==> src/rtl/i2c_pkg.sv <==
// Shared types and constants for the I2C target: FSM state encoding, bus bit
// meanings and the debug snapshot struct exported by the target.
package i2c_pkg;

  typedef enum logic [3:0] {
    IDLE,
    ADDR,
    ADDR_ACK,
    REG,
    REG_ACK,
    WDATA,
    WDATA_ACK,
    RDATA,
    RDATA_ACK
  } i2c_tgt_state_t;

  localparam logic I2C_ACK  = 1'b0;
  localparam logic I2C_NACK = 1'b1;
  localparam logic RW_WRITE = 1'b0;
  localparam logic RW_READ  = 1'b1;

  typedef struct packed {
    i2c_tgt_state_t state;
    logic           scl;
    logic           sda;
    logic [3:0]     bit_cnt;
  } i2c_tgt_dbg_t;

endpackage

==> src/rtl/i2c_target_if.sv <==
// I2C pin bundle: pin levels seen by the target and its open-drain SDA pull.
interface i2c_target_if;
  logic scl_i;
  logic sda_i;
  logic sda_oe;

  modport master (output scl_i, output sda_i, input sda_oe);
  modport slave  (input scl_i, input sda_i, output sda_oe);
endinterface

==> src/rtl/i2c_line_sync.sv <==
// Two-flop synchronizers for SCL/SDA plus a history flop, giving SCL edges and
// START/STOP conditions in the clk domain.
module i2c_line_sync (
  input  logic clk,
  input  logic rst,
  input  logic scl_i,
  input  logic sda_i,
  output logic scl,
  output logic sda,
  output logic scl_rise,
  output logic scl_fall,
  output logic start_det,
  output logic stop_det
);
  logic scl_s1_q, scl_s2_q, scl_h_q;
  logic sda_s1_q, sda_s2_q, sda_h_q;

  // Reset to 1 so an idle (pulled-up) bus produces no edge when reset drops.
  always_ff @(posedge clk) begin
    if (rst) begin
      scl_s1_q <= 1'b1;
      scl_s2_q <= 1'b1;
      scl_h_q  <= 1'b1;
      sda_s1_q <= 1'b1;
      sda_s2_q <= 1'b1;
      sda_h_q  <= 1'b1;
    end else begin
      scl_s1_q <= scl_i;
      scl_s2_q <= scl_s1_q;
      scl_h_q  <= scl_s2_q;
      sda_s1_q <= sda_i;
      sda_s2_q <= sda_s1_q;
      sda_h_q  <= sda_s2_q;
    end
  end

  assign scl       = scl_s2_q;
  assign sda       = sda_s2_q;
  assign scl_rise  = scl_s2_q & ~scl_h_q;
  assign scl_fall  = ~scl_s2_q & scl_h_q;
  assign start_det = scl_s2_q & scl_h_q & sda_h_q & ~sda_s2_q;
  assign stop_det  = scl_s2_q & scl_h_q & ~sda_h_q & sda_s2_q;
endmodule

==> src/rtl/i2c_target.sv <==
// I2C register-file responder: pointer write, auto-incrementing multi-byte
// write and read via repeated START, open-drain SDA, no clock stretching.
module i2c_target
  import i2c_pkg::*;
#(
  parameter logic [6:0] DEV_ADDR = 7'h6B,
  parameter int         NUM_REGS = 8,
  parameter int         IDX_W    = $clog2(NUM_REGS)
) (
  input  logic               clk,
  input  logic               rst,
  i2c_target_if.slave        bus,
  output logic               busy,
  // wr_strobe is a one-clk valid with no ready: wr_idx/wr_data are meaningful
  // only while it is high, and the register file commits that byte at the end
  // of the same clk.
  output logic               wr_strobe,
  output logic [IDX_W-1:0]   wr_idx,
  output logic [7:0]         wr_data,
  input  logic               ld_en,
  input  logic [IDX_W-1:0]   ld_idx,
  input  logic [7:0]         ld_data,
  input  logic [IDX_W-1:0]   rd_idx,
  output logic [7:0]         rd_data,
  output i2c_tgt_dbg_t       dbg_o
);
  logic scl, sda, scl_rise, scl_fall, start_det, stop_det;

  i2c_line_sync u_sync (
    .clk       (clk),
    .rst       (rst),
    .scl_i     (bus.scl_i),
    .sda_i     (bus.sda_i),
    .scl       (scl),
    .sda       (sda),
    .scl_rise  (scl_rise),
    .scl_fall  (scl_fall),
    .start_det (start_det),
    .stop_det  (stop_det)
  );

  i2c_tgt_state_t   state_q, state_d;
  logic [3:0]       cnt_q, cnt_d;
  logic [7:0]       shift_q, shift_d;
  logic [IDX_W-1:0] ptr_q, ptr_d;
  logic             sda_oe_q, sda_oe_d;
  logic             busy_q, busy_d;
  logic             rw_q, rw_d;
  logic             wr_strobe_q, wr_strobe_d;
  logic [IDX_W-1:0] wr_idx_q, wr_idx_d;
  logic [7:0]       wr_data_q, wr_data_d;
  logic [7:0]       rd_data_q;
  logic [7:0]       regs_q [NUM_REGS];

  always_comb begin
    state_d     = state_q;
    cnt_d       = cnt_q;
    shift_d     = shift_q;
    ptr_d       = ptr_q;
    sda_oe_d    = sda_oe_q;
    busy_d      = busy_q;
    rw_d        = rw_q;
    wr_strobe_d = 1'b0;
    wr_idx_d    = wr_idx_q;
    wr_data_d   = wr_data_q;
    if (start_det) begin
      state_d  = ADDR;
      cnt_d    = 4'd0;
      sda_oe_d = 1'b0;
    end else if (stop_det) begin
      state_d  = IDLE;
      sda_oe_d = 1'b0;
      busy_d   = 1'b0;
    end else begin
      case (state_q)
        IDLE: ;
        ADDR, REG, WDATA: begin
          if (scl_rise) begin
            shift_d = {shift_q[6:0], sda};
            cnt_d   = cnt_q + 4'd1;
            if (state_q == WDATA && cnt_q == 4'd7) begin
              wr_strobe_d = 1'b1;
              wr_idx_d    = ptr_q;
              wr_data_d   = {shift_q[6:0], sda};
            end
          end else if (scl_fall && cnt_q == 4'd8) begin
            cnt_d = 4'd0;
            if (state_q == ADDR) begin
              if (shift_q[7:1] == DEV_ADDR) begin
                sda_oe_d = 1'b1;
                busy_d   = 1'b1;
                rw_d     = shift_q[0];
                state_d  = ADDR_ACK;
              end else begin
                busy_d  = 1'b0;
                state_d = IDLE;
              end
            end else if (state_q == REG) begin
              ptr_d    = shift_q[IDX_W-1:0];
              sda_oe_d = 1'b1;
              state_d  = REG_ACK;
            end else begin
              ptr_d    = ptr_q + IDX_W'(1);
              sda_oe_d = 1'b1;
              state_d  = WDATA_ACK;
            end
          end
        end
        ADDR_ACK: begin
          if (scl_fall) begin
            cnt_d = 4'd0;
            if (rw_q == RW_READ) begin
              shift_d  = regs_q[ptr_q];
              sda_oe_d = ~regs_q[ptr_q][7];
              state_d  = RDATA;
            end else begin
              sda_oe_d = 1'b0;
              state_d  = REG;
            end
          end
        end
        REG_ACK, WDATA_ACK: begin
          if (scl_fall) begin
            cnt_d    = 4'd0;
            sda_oe_d = 1'b0;
            state_d  = WDATA;
          end
        end
        RDATA: begin
          // shift_q holds the byte in flight; bit 7 is always the one on the bus.
          if (scl_rise) begin
            cnt_d = cnt_q + 4'd1;
          end else if (scl_fall && cnt_q == 4'd8) begin
            cnt_d    = 4'd0;
            sda_oe_d = 1'b0;
            state_d  = RDATA_ACK;
          end else if (scl_fall && cnt_q != 4'd0) begin
            shift_d  = {shift_q[6:0], 1'b0};
            sda_oe_d = ~shift_q[6];
          end
        end
        RDATA_ACK: begin
          if (scl_rise) begin
            if (sda == I2C_ACK) begin
              ptr_d = ptr_q + IDX_W'(1);
            end else begin
              busy_d  = 1'b0;
              state_d = IDLE;
            end
          end else if (scl_fall) begin
            cnt_d    = 4'd0;
            shift_d  = regs_q[ptr_q];
            sda_oe_d = ~regs_q[ptr_q][7];
            state_d  = RDATA;
          end
        end
        default: state_d = IDLE;
      endcase
    end
  end

  always_ff @(posedge clk) begin
    if (rst) begin
      state_q     <= IDLE;
      cnt_q       <= 4'd0;
      shift_q     <= 8'h00;
      ptr_q       <= '0;
      sda_oe_q    <= 1'b0;
      busy_q      <= 1'b0;
      rw_q        <= RW_WRITE;
      wr_strobe_q <= 1'b0;
      wr_idx_q    <= '0;
      wr_data_q   <= 8'h00;
    end else begin
      state_q     <= state_d;
      cnt_q       <= cnt_d;
      shift_q     <= shift_d;
      ptr_q       <= ptr_d;
      sda_oe_q    <= sda_oe_d;
      busy_q      <= busy_d;
      rw_q        <= rw_d;
      wr_strobe_q <= wr_strobe_d;
      wr_idx_q    <= wr_idx_d;
      wr_data_q   <= wr_data_d;
    end
  end

  // The I2C write is issued after the local preload so it wins on an index clash.
  always_ff @(posedge clk) begin
    if (rst) begin
      for (int i = 0; i < NUM_REGS; i++) regs_q[i] <= 8'h00;
      rd_data_q <= 8'h00;
    end else begin
      if (ld_en) regs_q[ld_idx] <= ld_data;
      if (wr_strobe_q) regs_q[wr_idx_q] <= wr_data_q;
      rd_data_q <= regs_q[rd_idx];
    end
  end

  assign bus.sda_oe = sda_oe_q;
  assign busy       = busy_q;
  assign wr_strobe  = wr_strobe_q;
  assign wr_idx     = wr_idx_q;
  assign wr_data    = wr_data_q;
  assign rd_data    = rd_data_q;
  assign dbg_o      = '{state: state_q, scl: scl, sda: sda, bit_cnt: cnt_q};
endmodule

==> src/flat_wrapper.sv <==
// flat-port wrapper written by rule: the top's interface ports become plain ports
module i2c_target_flat import i2c_pkg::*;
#(
  parameter logic [6:0] DEV_ADDR = 7'h6B,
  parameter int         NUM_REGS = 8,
  parameter int         IDX_W    = $clog2(NUM_REGS)
)
  (clk, rst, busy, wr_strobe, wr_idx, wr_data, ld_en, ld_idx, ld_data, rd_idx, rd_data, dbg_o, bus_scl_i, bus_sda_i, bus_sda_oe);
  i2c_target_if bus_i ();
  input  logic clk;
  input  logic rst;
  output logic busy;
  output logic wr_strobe;
  output logic [IDX_W-1:0] wr_idx;
  output logic [7:0] wr_data;
  input  logic ld_en;
  input  logic [IDX_W-1:0] ld_idx;
  input  logic [7:0] ld_data;
  input  logic [IDX_W-1:0] rd_idx;
  output logic [7:0] rd_data;
  output i2c_tgt_dbg_t dbg_o;
  input wire logic [$bits(bus_i.scl_i)-1:0] bus_scl_i;
  input wire logic [$bits(bus_i.sda_i)-1:0] bus_sda_i;
  output wire logic [$bits(bus_i.sda_oe)-1:0] bus_sda_oe;
  assign bus_i.scl_i = bus_scl_i;
  assign bus_i.sda_i = bus_sda_i;
  assign bus_sda_oe = bus_i.sda_oe;
  i2c_target #(.DEV_ADDR(DEV_ADDR), .NUM_REGS(NUM_REGS), .IDX_W(IDX_W)) u_core (.clk(clk), .rst(rst), .bus(bus_i), .busy(busy), .wr_strobe(wr_strobe), .wr_idx(wr_idx), .wr_data(wr_data), .ld_en(ld_en), .ld_idx(ld_idx), .ld_data(ld_data), .rd_idx(rd_idx), .rd_data(rd_data), .dbg_o(dbg_o));
endmodule
==> config.mk <==
export PLATFORM = sky130hd
export DESIGN_NAME = i2c_target_flat
export DESIGN_NICKNAME = d
export VERILOG_FILES = /design/src/rtl/i2c_pkg.sv /design/src/rtl/i2c_target_if.sv /design/src/rtl/i2c_line_sync.sv /design/src/rtl/i2c_target.sv /design/src/flat_wrapper.sv
export SDC_FILE = /design/constraint.sdc
export NUM_CORES = 1
export LEC_CHECK = 0
export BUFFER_PORTS_ARGS = -buffer_cell sky130_fd_sc_hd__buf_2
export CORE_ASPECT_RATIO = 0.7
export CORE_MARGIN = 2
export CORE_UTILIZATION = 40
export CTS_BUF_LIST = sky130_fd_sc_hd__clkbuf_4 sky130_fd_sc_hd__clkbuf_8
export DETAILED_ROUTE_END_ITERATION = 8
export SLEW_MARGIN = 10
export SYNTH_ARGS = -nofsm -noshare
export SYNTH_HDL_FRONTEND = slang
export SYNTH_SLANG_ARGS = --single-unit
==> constraint.sdc <==
create_clock -name clk -period 2.17 [get_ports clk]
set_input_delay 0.1085 -clock clk [delete_from_list [all_inputs] [get_ports clk]]
set_output_delay 0.1085 -clock clk [all_outputs]
set_load 0.03 [all_outputs]
# Word-level counts from Yosys, hierarchy flattened
# Memories as Yosys holds them, arrays and structs flattened. A register that Yosys moved wholly into a read port is not among the register bits.
# Index checks and enable logic that the tools add are counted.
[classes]
n_reduce_logical = 28
mux = 75
n_eq_ne = 45
n_addsub = 2
bitwise_logic = 18
[op_table]
columns = ["op", "count"]
rows = [
  ["2-to-1 mux 8 bit", 10],
  ["2-to-1 mux 4 bit", 14],
  ["2-to-1 mux 3 bit", 11],
  ["2-to-1 mux 1 bit", 32],
  ["case mux 8 bit (4 select lines)", 1],
  ["case mux 4 bit (6 select lines)", 1],
  ["!= test 3 x 1 -> 1 bit (second input constant)", 7],
  ["equality test 4 x 3 -> 1 bit (second input constant)", 5],
  ["!= test 2 x 1 -> 1 bit (second input constant)", 9],
  ["AND reduction 9 bit", 2],
  ["!= test 4 x 1 -> 1 bit (second input constant)", 4],
  ["OR reduction 8 bit", 2],
  ["AND reduction 7 bit", 2],
  ["!= test 2 bit (second input constant)", 6],
  ["case mux 4 bit (3 select lines)", 1],
  ["inverter 1 bit", 11],
  ["AND reduction 11 bit", 1],
  ["AND reduction 10 bit", 1],
  ["!= test 3 bit (second input constant)", 3],
  ["OR reduction 3 bit", 3],
  ["equality test 4 x 2 -> 1 bit (second input constant)", 2],
  ["equality test 4 bit (second input constant)", 2],
  ["!= test 4 bit (second input constant)", 2],
  ["AND reduction 8 bit", 1],
  ["23 further kinds", 35],
]
[word_totals]
regBits = 40
output_inout_bits = 32
mem_bits_rw = 64
mem_count = 1
elab_cells = 186
input_bits = 19
[memory_table]
columns = ["name", "depth", "word_bits", "rd", "rd_clocked_by_memory_dff", "wr", "line_no", "text"]
rows = [
  ["u_core.regs_q", 8, 8, 2, 2, 8, "i2c_target.sv:53", "logic [7:0] regs_q [NUM_REGS];"],
]

# Depth between registers and ports, before layout
[logic_depth]
ltp_word = 8
ltp_mapped = 8
ltp_nobuf = 7

# Hierarchy
# From an unflattened synthesis, not the netlist that was laid out.
[hier_totals]
cells_unflattened = 556
area_unflattened_um2 = 6233.5
[by_module_without_submodules]
columns = ["module", "n_inst", "seq_area_each_um2", "cells_each", "area_each_um2"]
rows = [
  ["i2c_target", 1, 2822.7, 540, 6043.3],
  ["i2c_line_sync", 1, 120.1, 16, 190.2],
]

# Worst setup path before layout
# Ideal clock, no wire load.
[synth_path]
kind = "reg2reg"
from = "reg u_core.wr_strobe_q, in the netlist u_core.wr_strobe"
to = "mem u_core.regs_q[0][0] (enable)"
stages_incl_launch_ff = 5
n_path_buf = 1
setup_time_ps = 326
synth_period_minus_slack_ps = 2139
t_required_ps = 1844
setup_slack_ps = 31
arrival_time_ps = 1812
cell_sequence = "dfxtp_1 > or3b_2 > clkbuf_1 > nor3_2 > a211o_1"
[synth_rtl]
columns = ["item", "line_no", "text"]
rows = [
  ["start, declared", "i2c_target.sv:49", "logic wr_strobe_q, wr_strobe_d;"],
  ["start signal, assigned", "i2c_target.sv:182", "wr_strobe_q <= wr_strobe_d;"],
  ["end, declared", "i2c_target.sv:53", ""],
]

==> impl_metrics.env <==
export IMPL_status="complete, no violations"
export IMPL_antenna_cells=0
export IMPL_fin_ws_ns=0.0744
export IMPL_cp_arrival_ns=2.39
export IMPL_synth_simple_area_share_pct=12.8
export IMPL_critPathSlowestCell="a2111oi_4"
export IMPL_drv_slew=0
export IMPL_p_seq_share_pct=47.1
export IMPL_switching_share_pct=24.6
export IMPL_drc_errors=0
export IMPL_clkSinkCount=115
export IMPL_synth_top_family_by_area="compound AO/OA/AOI/OAI gates"
export IMPL_yosys_warnings=0
export IMPL_fin_util_pct=48.8
export IMPL_grt_pass1_wl_mm=29.3
export IMPL_hold_violations=0
export IMPL_area_delta_synth_final_pct=19.3
export IMPL_synthArstFlopShare_pct=0
export IMPL_placed_cell_area_um2=7040
export IMPL_cts_htree_levels=4
export IMPL_multi_input_area_um2=3200
export IMPL_critical_path_class="reg -> reg"
export IMPL_crit_buf_inv=2
export IMPL_instances_no_fill=833
export IMPL_detailroute_via_count=5168
export IMPL_dr_pass1_iters=6
export IMPL_grt_max_degree=46
export IMPL_synth_cell_types=68
export IMPL_coreArea_um2=15500
export IMPL_min_period_over_period_pct=96.6
export IMPL_synth_fa_ha_area_share_pct=0.592
export IMPL_final_net_count=642
export IMPL_path_cells="inv_1, ha_2, nor4bb_4, nand4_1, a2111oi_4, buf_4, mux2i_1, a21oi_1"
export IMPL_antenna_found_initial=0
export IMPL_fill_cells=1407
export IMPL_synthMuxAreaShare_pct=16.6
export IMPL_drtAntennaViolNets=0
export IMPL_cpLargestDelayFamily="simple AND/OR/NAND/NOR gates"
export IMPL_synth_compound_area_share_pct=19.2
export IMPL_hp_class="in -> reg"
export IMPL_grt_overflow=0
export IMPL_clk_path_buf_depth=2
export IMPL_ctsRootBufferMaster="clkbuf_8"
export IMPL_yosysSeqAreaShare_pct=46.4
export IMPL_slew_headroom_pct=45.3
export IMPL_netlist_area_um2=6340
export IMPL_synth_nets=567
export IMPL_p_clk_share_pct=41.7
export IMPL_insertion_delay_ns=0.45
export IMPL_drt_iter0_markers=634
export IMPL_synthXorXnorAreaFrac_pct=0.276
export IMPL_setup_viol=0
export IMPL_tightest_slew_ns=0.816
export IMPL_power_internal_mw=3.90
export IMPL_slowest_delay_ns=0.38
export IMPL_dp_hpwl_mm=13.7
export IMPL_dp_cells=797
export IMPL_rows=38
export IMPL_fin_hold_ws_ns=0.0695
export IMPL_synth_seq_cells=115
export IMPL_p_sw_mw=1.27
export IMPL_powerDensity_nw_per_um2=683
export IMPL_drv_cap=0
export IMPL_final_area_um2=7570
export IMPL_initial_core_util_pct=40.9
export IMPL_grt_pass1_vias=4896
export IMPL_seq_area_um2=2950
export IMPL_vias_per_cell=6.20
export IMPL_wl_per_cell_um=23.1
export IMPL_synth_edf_count=64
export IMPL_layout_drive_gt1_share_pct=33.6
export IMPL_clkTransAtPathRegs_ns=0.07
export IMPL_start_kind="flip-flop"
export IMPL_dieArea_um2=16900
export IMPL_cp_max_fo=6
export IMPL_min_period_ns=2.10
export IMPL_place_congestion=1.04
export IMPL_max_freq_ghz=0.477
export IMPL_cp_end_kind="flip-flop"
export IMPL_combinationalPowerShare_pct=11.2
export IMPL_numPortBuffers=50
export IMPL_avgSynthCellArea_um2=11.6
export IMPL_cp_required_ns=2.46
export IMPL_preCtsSetupSlack_ns=0.0125
export IMPL_fp_dieW_um=155
export IMPL_routed_wl_mm=19.2
export IMPL_leakagePower_nw=2.81
export IMPL_synth_cells=545
export IMPL_boundaryPins=51
export IMPL_die_y_um=109
export IMPL_cts_tree="done"
export IMPL_vdd_drop_max_v=0.000368
export IMPL_finClkSkew_ns=0.0134
export IMPL_numCtsBuffers=17
export IMPL_ys_flop_type="edfxtp_1"
export IMPL_grt_usage_pct=23.6
[per-layer routing]
metal	vias to the layer above	GRT usage, %	wire, µm
li1	2299	-	-
met1	2558	35.8	9130
met2	282	32.9	7880
met3	29	6.27	1950
met4	0	6.94	282
met5	-	0	0
[sequential cells by signal, indices dropped and copies added, names as in the netlist, named ones only]
name,cells
u_core.bus.sda_oe,1
u_core.u_sync.scl_h_q,1
u_core.rd_data,8
u_core.u_sync.sda_h_q,1
u_core.u_sync.scl_s1_q,1
u_core.cnt_q,4
u_core.rw_q,1
u_core.ptr_q,3
u_core.wr_idx,3
u_core.regs_q,64
u_core.u_sync.sda,1
u_core.state_q,4
u_core.u_sync.sda_s1_q,1
u_core.shift_q,8
u_core.busy,1
u_core.u_sync.scl,1
u_core.wr_strobe,1
u_core.wr_data,8
[cells by family after synthesis]
group / after synthesis
AOI/OAI and AO/OA: 156
xor gates and xnor gates: 2
adders and majority gates: 3
buffers and inverters: 60
DFF: 115
muxes: 65
and+or+nand+nor: 144
[power by group through the flow]
stage                     clock (mW)  sequential, mW  combinational (mW)
after global placement             0            2.48               0.557
after CTS                       2.19            2.43               0.562
after global routing            2.29            2.44               0.617
after floorplan                    0            2.50               0.344
after detailed placement           0            2.48               0.556
final                           2.16            2.44               0.578
[cells in the mapped netlist, drive strengths merged, types with 3 or more instances]
| cell | number | area share [%] |
|---|---|---|
| a211o | 5 | 0.69 |
| a21oi | 21 | 1.7 |
| a22o | 66 | 9.1 |
| a311o | 4 | 0.63 |
| a31oi | 3 | 0.30 |
| buf | 28 | 2.2 |
| clkbuf | 25 | 1.5 |
| dfxtp | 51 | 16 |
| edfxtp | 64 | 30 |
| ha | 3 | 0.59 |
| inv | 7 | 0.41 |
| mux2i | 32 | 5.0 |
| mux4 | 32 | 11 |
| nand2 | 13 | 0.81 |
| nand2b | 10 | 0.99 |
| nand3 | 6 | 0.47 |
| nand3b | 3 | 0.36 |
| nand4 | 4 | 0.39 |
| nor2 | 46 | 2.8 |
| nor2b | 16 | 1.6 |
| nor3 | 15 | 1.3 |
| nor4 | 5 | 0.59 |
| o211ai | 3 | 0.36 |
| o21ai | 23 | 1.9 |
| o41ai | 7 | 0.97 |
| or2 | 10 | 0.99 |
[metrics by stage]
stage	power (mW)	TNS, ns
final	5.17	0
after CTS	5.19	0
after floorplan	2.84	0
after global placement	3.03	0
after global routing	5.36	-0.0274
after detailed placement	3.04	0
[worst paths after layout]
path                     startpoint                  end  slack (ns)  depth (start not counted)
min                      ld_data[5]  u_core.regs_q[3][5]        0.07                          2
max reg2reg         u_core.cnt_q[0]            flip-flop        0.07                          8
max                 u_core.cnt_q[0]            flip-flop        0.07                          8
min reg2reg  u_core.u_sync.scl_s1_q    u_core.u_sync.scl        0.41                          1
[layout by cell type (no fill, tap or decap), types with 4 or more instances in the layout]
cell      instances
o41ai_1           7
or2_2            10
nand4_1           4
a211o_1           5
buf_2            50
a311o_1           4
nand3_1           6
inv_1             7
nor2_1           42
a21oi_1          20
nor2_2            4
a22o_1           66
nand2_1          12
clkbuf_8         21
nor3_1            9
dfxtp_1          47
mux2i_1          32
o21ai_0          22
buf_4            55
edfxtp_1         64
nand2b_1         10
mux4_2           32
dfxtp_2           4
nor2b_1          16
nor3_2            6
[what timing repair did]
action,in CTS,in global routing
hold buffers,2,0
gates resized for setup,0,14
endpoints found under the setup margin,0,27
setup buffers,0,2
endpoints found under the hold margin,2,0
[area by class of cell]
type / instances / area share, %
multi-input combinational: 370 / 42.3
sequential: 115 / 38.9
timing repair buffer: 109 / 9.44
clock buffer: 23 / 4.02
tap: 200 / 3.31
clock inverter: 9 / 1.65
inverter: 7 / 0.347
Note: power is estimated with default switching activity, not from simulation.
